[src/rtl/conv_window_feeder.sv]
// Sliding 16-sample window builder for the Gaussian line-detector convolution.
// Tags each complete window with its left column and end-of-line; flags line-length errors.
module conv_window_feeder #(
    parameter int DATA_W   = 8,
    parameter int TAPS     = 16,
    parameter int LINE_LEN = 640,
    parameter int COL_W    = 10
) (
    input  logic              clk,
    input  logic              reset,
    input  logic [DATA_W-1:0] pix_in,
    input  logic              pix_valid,
    input  logic              line_start,
    output logic [DATA_W-1:0] data [0:TAPS-1],
    output logic              win_valid,
    output logic [COL_W-1:0]  win_col,
    output logic              win_last,
    output logic              short_line,
    output logic              overrun
);

    typedef enum logic [1:0] {IDLE, FILL, RUN, DONE} state_t;

    localparam logic [COL_W-1:0] TAPS_C = COL_W'(TAPS);
    localparam logic [COL_W-1:0] LAST_C = COL_W'(LINE_LEN);
    localparam logic [COL_W-1:0] ONE_C  = COL_W'(1);

    state_t           state, state_nxt;
    logic [COL_W-1:0] col, col_nxt, col_inc;
    logic [COL_W-1:0] col_p0;
    logic             shift_p0, vld_p0, last_p0, short_set, over_set;

    assign col_inc = col + ONE_C;
    assign col_p0  = col_inc - TAPS_C;

    always_comb begin
        state_nxt = state;
        col_nxt   = col;
        shift_p0  = 1'b0;
        vld_p0    = 1'b0;
        last_p0   = 1'b0;
        short_set = 1'b0;
        over_set  = 1'b0;
        if (pix_valid) begin
            if (line_start) begin
                // A line start always restarts the count at column 0, even mid-line.
                shift_p0  = 1'b1;
                col_nxt   = ONE_C;
                state_nxt = FILL;
                short_set = (state == FILL) || (state == RUN);
            end else begin
                case (state)
                    FILL: begin
                        shift_p0 = 1'b1;
                        col_nxt  = col_inc;
                        if (col_inc == TAPS_C) begin
                            vld_p0    = 1'b1;
                            state_nxt = RUN;
                        end
                    end
                    RUN: begin
                        shift_p0 = 1'b1;
                        col_nxt  = col_inc;
                        vld_p0   = 1'b1;
                        if (col_inc == LAST_C) begin
                            last_p0   = 1'b1;
                            state_nxt = DONE;
                        end
                    end
                    DONE:    over_set = 1'b1;
                    default: ;
                endcase
            end
        end
    end

    // Stage p0 -> registered outputs
    always_ff @(posedge clk or posedge reset) begin
        if (reset) begin
            state      <= IDLE;
            col        <= '0;
            win_valid  <= 1'b0;
            win_last   <= 1'b0;
            win_col    <= '0;
            short_line <= 1'b0;
            overrun    <= 1'b0;
            for (int k = 0; k < TAPS; k++) data[k] <= '0;
        end else begin
            state     <= state_nxt;
            col       <= col_nxt;
            win_valid <= vld_p0;
            win_last  <= last_p0;
            if (vld_p0) win_col <= col_p0;
            if (short_set) short_line <= 1'b1;
            if (over_set)  overrun    <= 1'b1;
            if (shift_p0) begin
                for (int k = 0; k < TAPS - 1; k++) data[k] <= data[k+1];
                data[TAPS-1] <= pix_in;
            end
        end
    end

endmodule

[config.mk]
export PLATFORM = sky130hd
export DESIGN_NAME = conv_window_feeder
export DESIGN_NICKNAME = d
export VERILOG_FILES = /design/src/rtl/conv_window_feeder.sv
export SDC_FILE = /design/constraint.sdc
export NUM_CORES = 1
export LEC_CHECK = 0
export ABC_AREA = 1
export ABC_CLOCK_PERIOD_IN_PS = 11300
export BUFFER_PORTS_ARGS = -buffer_cell sky130_fd_sc_hd__buf_2
export CELL_PAD_IN_SITES_DETAIL_PLACEMENT = 1
export CELL_PAD_IN_SITES_GLOBAL_PLACEMENT = 1
export CORE_MARGIN = 2
export CORE_UTILIZATION = 42
export DETAILED_ROUTE_END_ITERATION = 10
export PLACE_DENSITY_LB_ADDON = 0.1
export SYNTH_ARGS = -nofsm -noshare
export SYNTH_HDL_FRONTEND = slang
export SYNTH_SLANG_ARGS = --single-unit
[constraint.sdc]
create_clock -name clk -period 11.3 [get_ports clk]
set_clock_uncertainty 0.2 [all_clocks]
set_input_delay 1.13 -clock clk [delete_from_list [all_inputs] [get_ports clk]]
set_output_delay 1.13 -clock clk [all_outputs]
set_load 0.01 [all_outputs]
## Word level (Yosys, flattened, before mapping)

Index checks and enable logic that the tools add are counted.

- Bitwise gates (word level): 0
- Mux-type cells: 22
- Order comparisons: 0
- $add $sub $neg: 2
- $mul: 0
- Equality and inequality tests: 7
- Reduce and logical (&&, ||, !) cells: 6
- Div/mod/pow operators: 0
- Shifts and indexed selects: 0

Operators by type and width:

| operator | count |
|---|---|
| $mux 10 | 2 |
| $mux 1 | 15 |
| $add 10x1->10 const B | 1 |
| $eq 10x10->1 const B | 1 |
| $eq 10x5->1 const B | 1 |
| $sub 10x5->10 const B | 1 |
| $mux 2 | 3 |
| $ne 3x2->1 const B | 2 |
| $eq 2x2->1 const B | 2 |
| $pmux 2 s2 | 1 |
| $reduce_and 4->1 | 1 |
| $reduce_bool 3->1 | 1 |
| $eq 2x1->1 const B | 1 |
| $pmux 1 s2 | 1 |
| $reduce_and 2->1 | 1 |
| $reduce_bool 2->1 | 1 |
| $reduce_or 2->1 | 1 |
| $logic_or 1x1->1 | 1 |

- Word-level logic and storage cells: 60
- Memories kept: 0
- Bits in read-only memories: 0
- Output and inout bits: 142
- RAM bits: 0
- Register bits after elaboration: 154
- Input bits: 12
- Latch bits: 0

## Depth between registers and ports, before layout

- Word-level depth: 6
- Depth in mapped cells: 15
- Depth with buffers taken out: 14

## Least setup slack after synthesis

OpenSTA, ideal clock, no wires.

- Path kind: input to register
- From: input port line_start
- To: register data[19] (netlist name)
- Library setup time: 66 ps
- Path buffers: 3
- Path slack: 8863 ps
- Data required time: 11034 ps
- Data arrival time: 2171 ps
- Cell stages on the path: 8
- Cell sequence: clkbuf_1 -> nand2_1 -> nand2_1 -> inv_1 -> clkbuf_1 -> clkbuf_1 -> nand2_1 -> nand2_1

- Cells in the longest elaborated chain, start to end: 2

RTL lines:

| element | line | RTL |
|---|---|---|
| start, declared | 13 | `input logic line_start,` |
| $mux 1 | 45 | `if (line_start) begin` |
| $mux 1 | 44 | `if (pix_valid) begin` |
| end signal, assigned by index | 98 | `data[TAPS-1] <= pix_in;` |
| end, declared | 14 | `output logic [DATA_W-1:0] data [0:TAPS-1],` |

No other way between the ends.
A chain may end at the register's enable or synchronous reset.

## Worst setup path in the final report

- From: input port pix_valid
- To: register data[110] (netlist name)

- Cells in the longest elaborated chain, start to end: 1

RTL lines:

| element | line | RTL |
|---|---|---|
| start, declared | 12 | `input logic pix_valid,` |
| $mux 1 | 44 |  |

No other way between the ends.

==> impl_metrics.ini <==
[outcome]
outcome = complete, no violations

[clocking]
path_clk_slew_ps = 60
htreeDepth = 4
ctsRootBufferMaster = clkbuf_16
cts.hold.buffers_added = 0
cts_tree = done
postCtsResizedCells = 0
cts_made_buffers = 17
cts_buffer_depth = 2
cts.sinks = 154
insertion_delay_ps = 420
postCtsSetupRepairBufs = 0

[sta]
slew_violations = 0
setup_viol = 0
rsz0062_at_grt = false
tightest_slew_ps = 1010
max_freq_mhz = 312
fin_crit_sh_pct = 28.4
setup_ws_ps = 8090
hold_viol = 0
fin_tns_setup_ps = 0
slew_headroom_pct = 32.1
min_period_ps = 3210
whs_ps = 260

[logic_synthesis]
syn_nets = 741
synthCells = 722
syn_area_per_cell_um2 = 8.65
ys_ff_latch = 154
ys_types = 24
synth_top_area_share_pct = 61.7
ys.warnings.count = 0
ys_seq_area_share_pct = 61.7
synth.area.top_cells = dfrtp_1 (62%), nand2_1 (24%), o21ai_0 (2.5%), inv_1 (2.3%), nand3_1 (1.6%)
syn_area_mm2 = 0.00625
synth_area_leader_cell = dfrtp_1

[worst_setup_path]
end_kind = flip-flop
reg2reg_slack_ps = 8270
worstSetupPathType = in2reg
timing.rr.end = data[110]$_DFFE_PP0P_
startpoint_type = primary input
crit_fanout = 68
r2r-start = state[0]$_DFFE_PP0P_
r2r_cells = 7
critPathLaunch = pix_valid
cp.arrival_ps = 3280
critPathRequiredTime_ps = 11380
crit_end = data[110]$_DFFE_PP0P_

[floorplanning]
core_area_mm2 = 0.0145
pin_count = 154
start_util_pct = 43.0
core.rowCount = 44
dieArea_mm2 = 0.0159
chipWidth_um = 126
die_h_um = 126

[global_routing]
grt_usage_pct = 21.8
grt_start_max_net_pins = 89
antenna_found_initial = 0
grt_pass1_vias = 5525
grt_pass1_wl_um = 27800
globalRouteOverflowTotal = 0

[drt]
wire_per_inst_um = 15.7
via_count = 5176
antenna_left = 0
wl_um = 16700
first_pass_iters = 4
highest_layer = met4
met3WireLength_um = 886
drt_iter0_drc = 265
drc = 0
vias_per_cell = 4.88
wl_met2_um = 8780
wl_met1_um = 6740

[finish]
n_antenna_cell = 0
register_area_mm2 = 0.00385
drive_gt1_share_pct = 23.1
area_delta_synth_final_pct = 23.9
fillCellCount = 1781
multi_input_area_mm2 = 0.00210
fin_nets = 883

[power]
p_total_mw = 2.32
switchingPower_mw = 0.906
leakage_nw = 4.46
p_sw_share_pct = 39.1
p_comb_share_pct = 33.2
p_clk_share_pct = 25.6
ir_drop_v = 0.000144
powerDensity_mw_per_mm2 = 299
p_seq_share_pct = 41.3
p_int_mw = 1.41

[place]
port_buffers = 153
place_congestion = 0.807
dp_slack_ps = 7620
hpwlAfterDp_um = 11100

[run]
cap_viol_max_count = 0

[min_path]
min_path_type = reg2reg
hold-path-cell-count = 1
==> stage by stage <==
| stage | utilization (%) | instance area, um2 | cells |
|---|---|---|---|
| 2_1_floorplan | - | 6250 | 722 |
| 3_3_place_gp | 49.0 | 7130 | 1029 |
| 3_5_place_dp | 49.0 | 7130 | 1029 |
| 4_1_cts | 53.2 | 7740 | 1061 |
| 5_1_grt | 53.2 | 7740 | 1061 |
| 6_report | 53.2 | 7740 | 1061 |
==> metal layers <==
metal,GRT usage (%),vias up
li1,-,2495
met1,25.4,2562
met2,38.4,97
met3,7.31,22
met4,6.46,0
met5,0,-
==> cells in the final DEF, fill, tap and decap left out, types with 3 or more instances in the layout <==
master / instances
ha_1: 7
clkinv_2: 4
o22ai_1: 6
buf_4: 3
inv_1: 37
nand4_1: 4
nand2_1: 394
dfrtp_1: 154
clkbuf_16: 17
bufinv_16: 3
xor2_1: 3
buf_2: 153
nand2_2: 5
nor2_2: 3
nand3_1: 20
nor2_1: 12
o21ai_0: 31
clkbuf_8: 3
==> worst max-delay path, stage by stage <==
cell and delay, ps:
buf_2 120, inv_1 80, or2_2 150, nand2_4 320, inv_4 610, buf_4 640
o21ai_0 170
==> synth_stat cells <==
| cell type | n |
|---|---|
| a21oi_1 | 1 |
| a22o_1 | 2 |
| a31o_2 | 1 |
| buf_1 | 2 |
| buf_2 | 12 |
| buf_6 | 2 |
| clkbuf_1 | 17 |
| dfrtp_1 | 154 |
| ha_1 | 7 |
| inv_1 | 39 |
| nand2_1 | 395 |
| nand2_2 | 5 |
| nand3_1 | 20 |
| nand3_2 | 2 |
| nand4_1 | 4 |
| nor2_1 | 12 |
| nor2_2 | 3 |
| nor2_4 | 1 |
| nor4_1 | 1 |
| o21ai_0 | 31 |
| o21bai_1 | 1 |
| o22ai_1 | 6 |
| or2_2 | 1 |
| xor2_1 | 3 |
==> sequential cells by signal (all words and copies together) (netlist names) <==
register    cells
data          128
col            10
win_col        10
state           2
overrun         1
short_line      1
win_last        1
win_valid       1
==> area by class of cell <==
cell class              count  share of cell area [%]
flip-flops and latches    154                    49.8
repair buffers            156                    10.2
clock buffers              21                    6.08
well taps                 184                    2.97
inverters                  39                    1.99
multi-input cells         496                    27.1
clock inverters            11                    1.84
==> how the worst min path moves through the flow <==
| stage | start | end |
|---|---|---|
| after floorplan | state[1]$_DFFE_PP0P_ | state[1]$_DFFE_PP0P_ |
| after global placement | win_col[6]$_DFFE_PP0P_ | win_col[6]$_DFFE_PP0P_ |
| after global routing | overrun$_DFFE_PP0P_ | overrun$_DFFE_PP0P_ |
| final | overrun$_DFFE_PP0P_ | overrun$_DFFE_PP0P_ |
| after CTS | overrun$_DFFE_PP0P_ | overrun$_DFFE_PP0P_ |
| after detailed placement | overrun$_DFFE_PP0P_ | overrun$_DFFE_PP0P_ |
==> power by group through the flow <==
stage	clock network (mW)	logic [mW]	registers, mW
after detailed placement	0	0.779	0.963
after floorplan	0	0.355	1.03
after CTS	0.602	0.790	0.960
after global routing	0.624	0.872	0.988
after global placement	0	0.753	0.955
final	0.592	0.768	0.955
==> kinds of logic (layout without fill, tap and decap cells) <==
logic type / Yosys count / count (layout) / synth area share (%)
AO/OA/AOI/OAI: 42 / 42 / 3.71
XOR/XNOR: 3 / 3 / 0.421
adder cells (fa/ha/maj): 7 / 7 / 1.40
buffers and inverters: 72 / 227 / 4.81
flip-flops: 154 / 154 / 61.7
AND/OR/NAND/NOR: 444 / 444 / 28.0
Note: power is estimated with default switching activity, not from simulation.
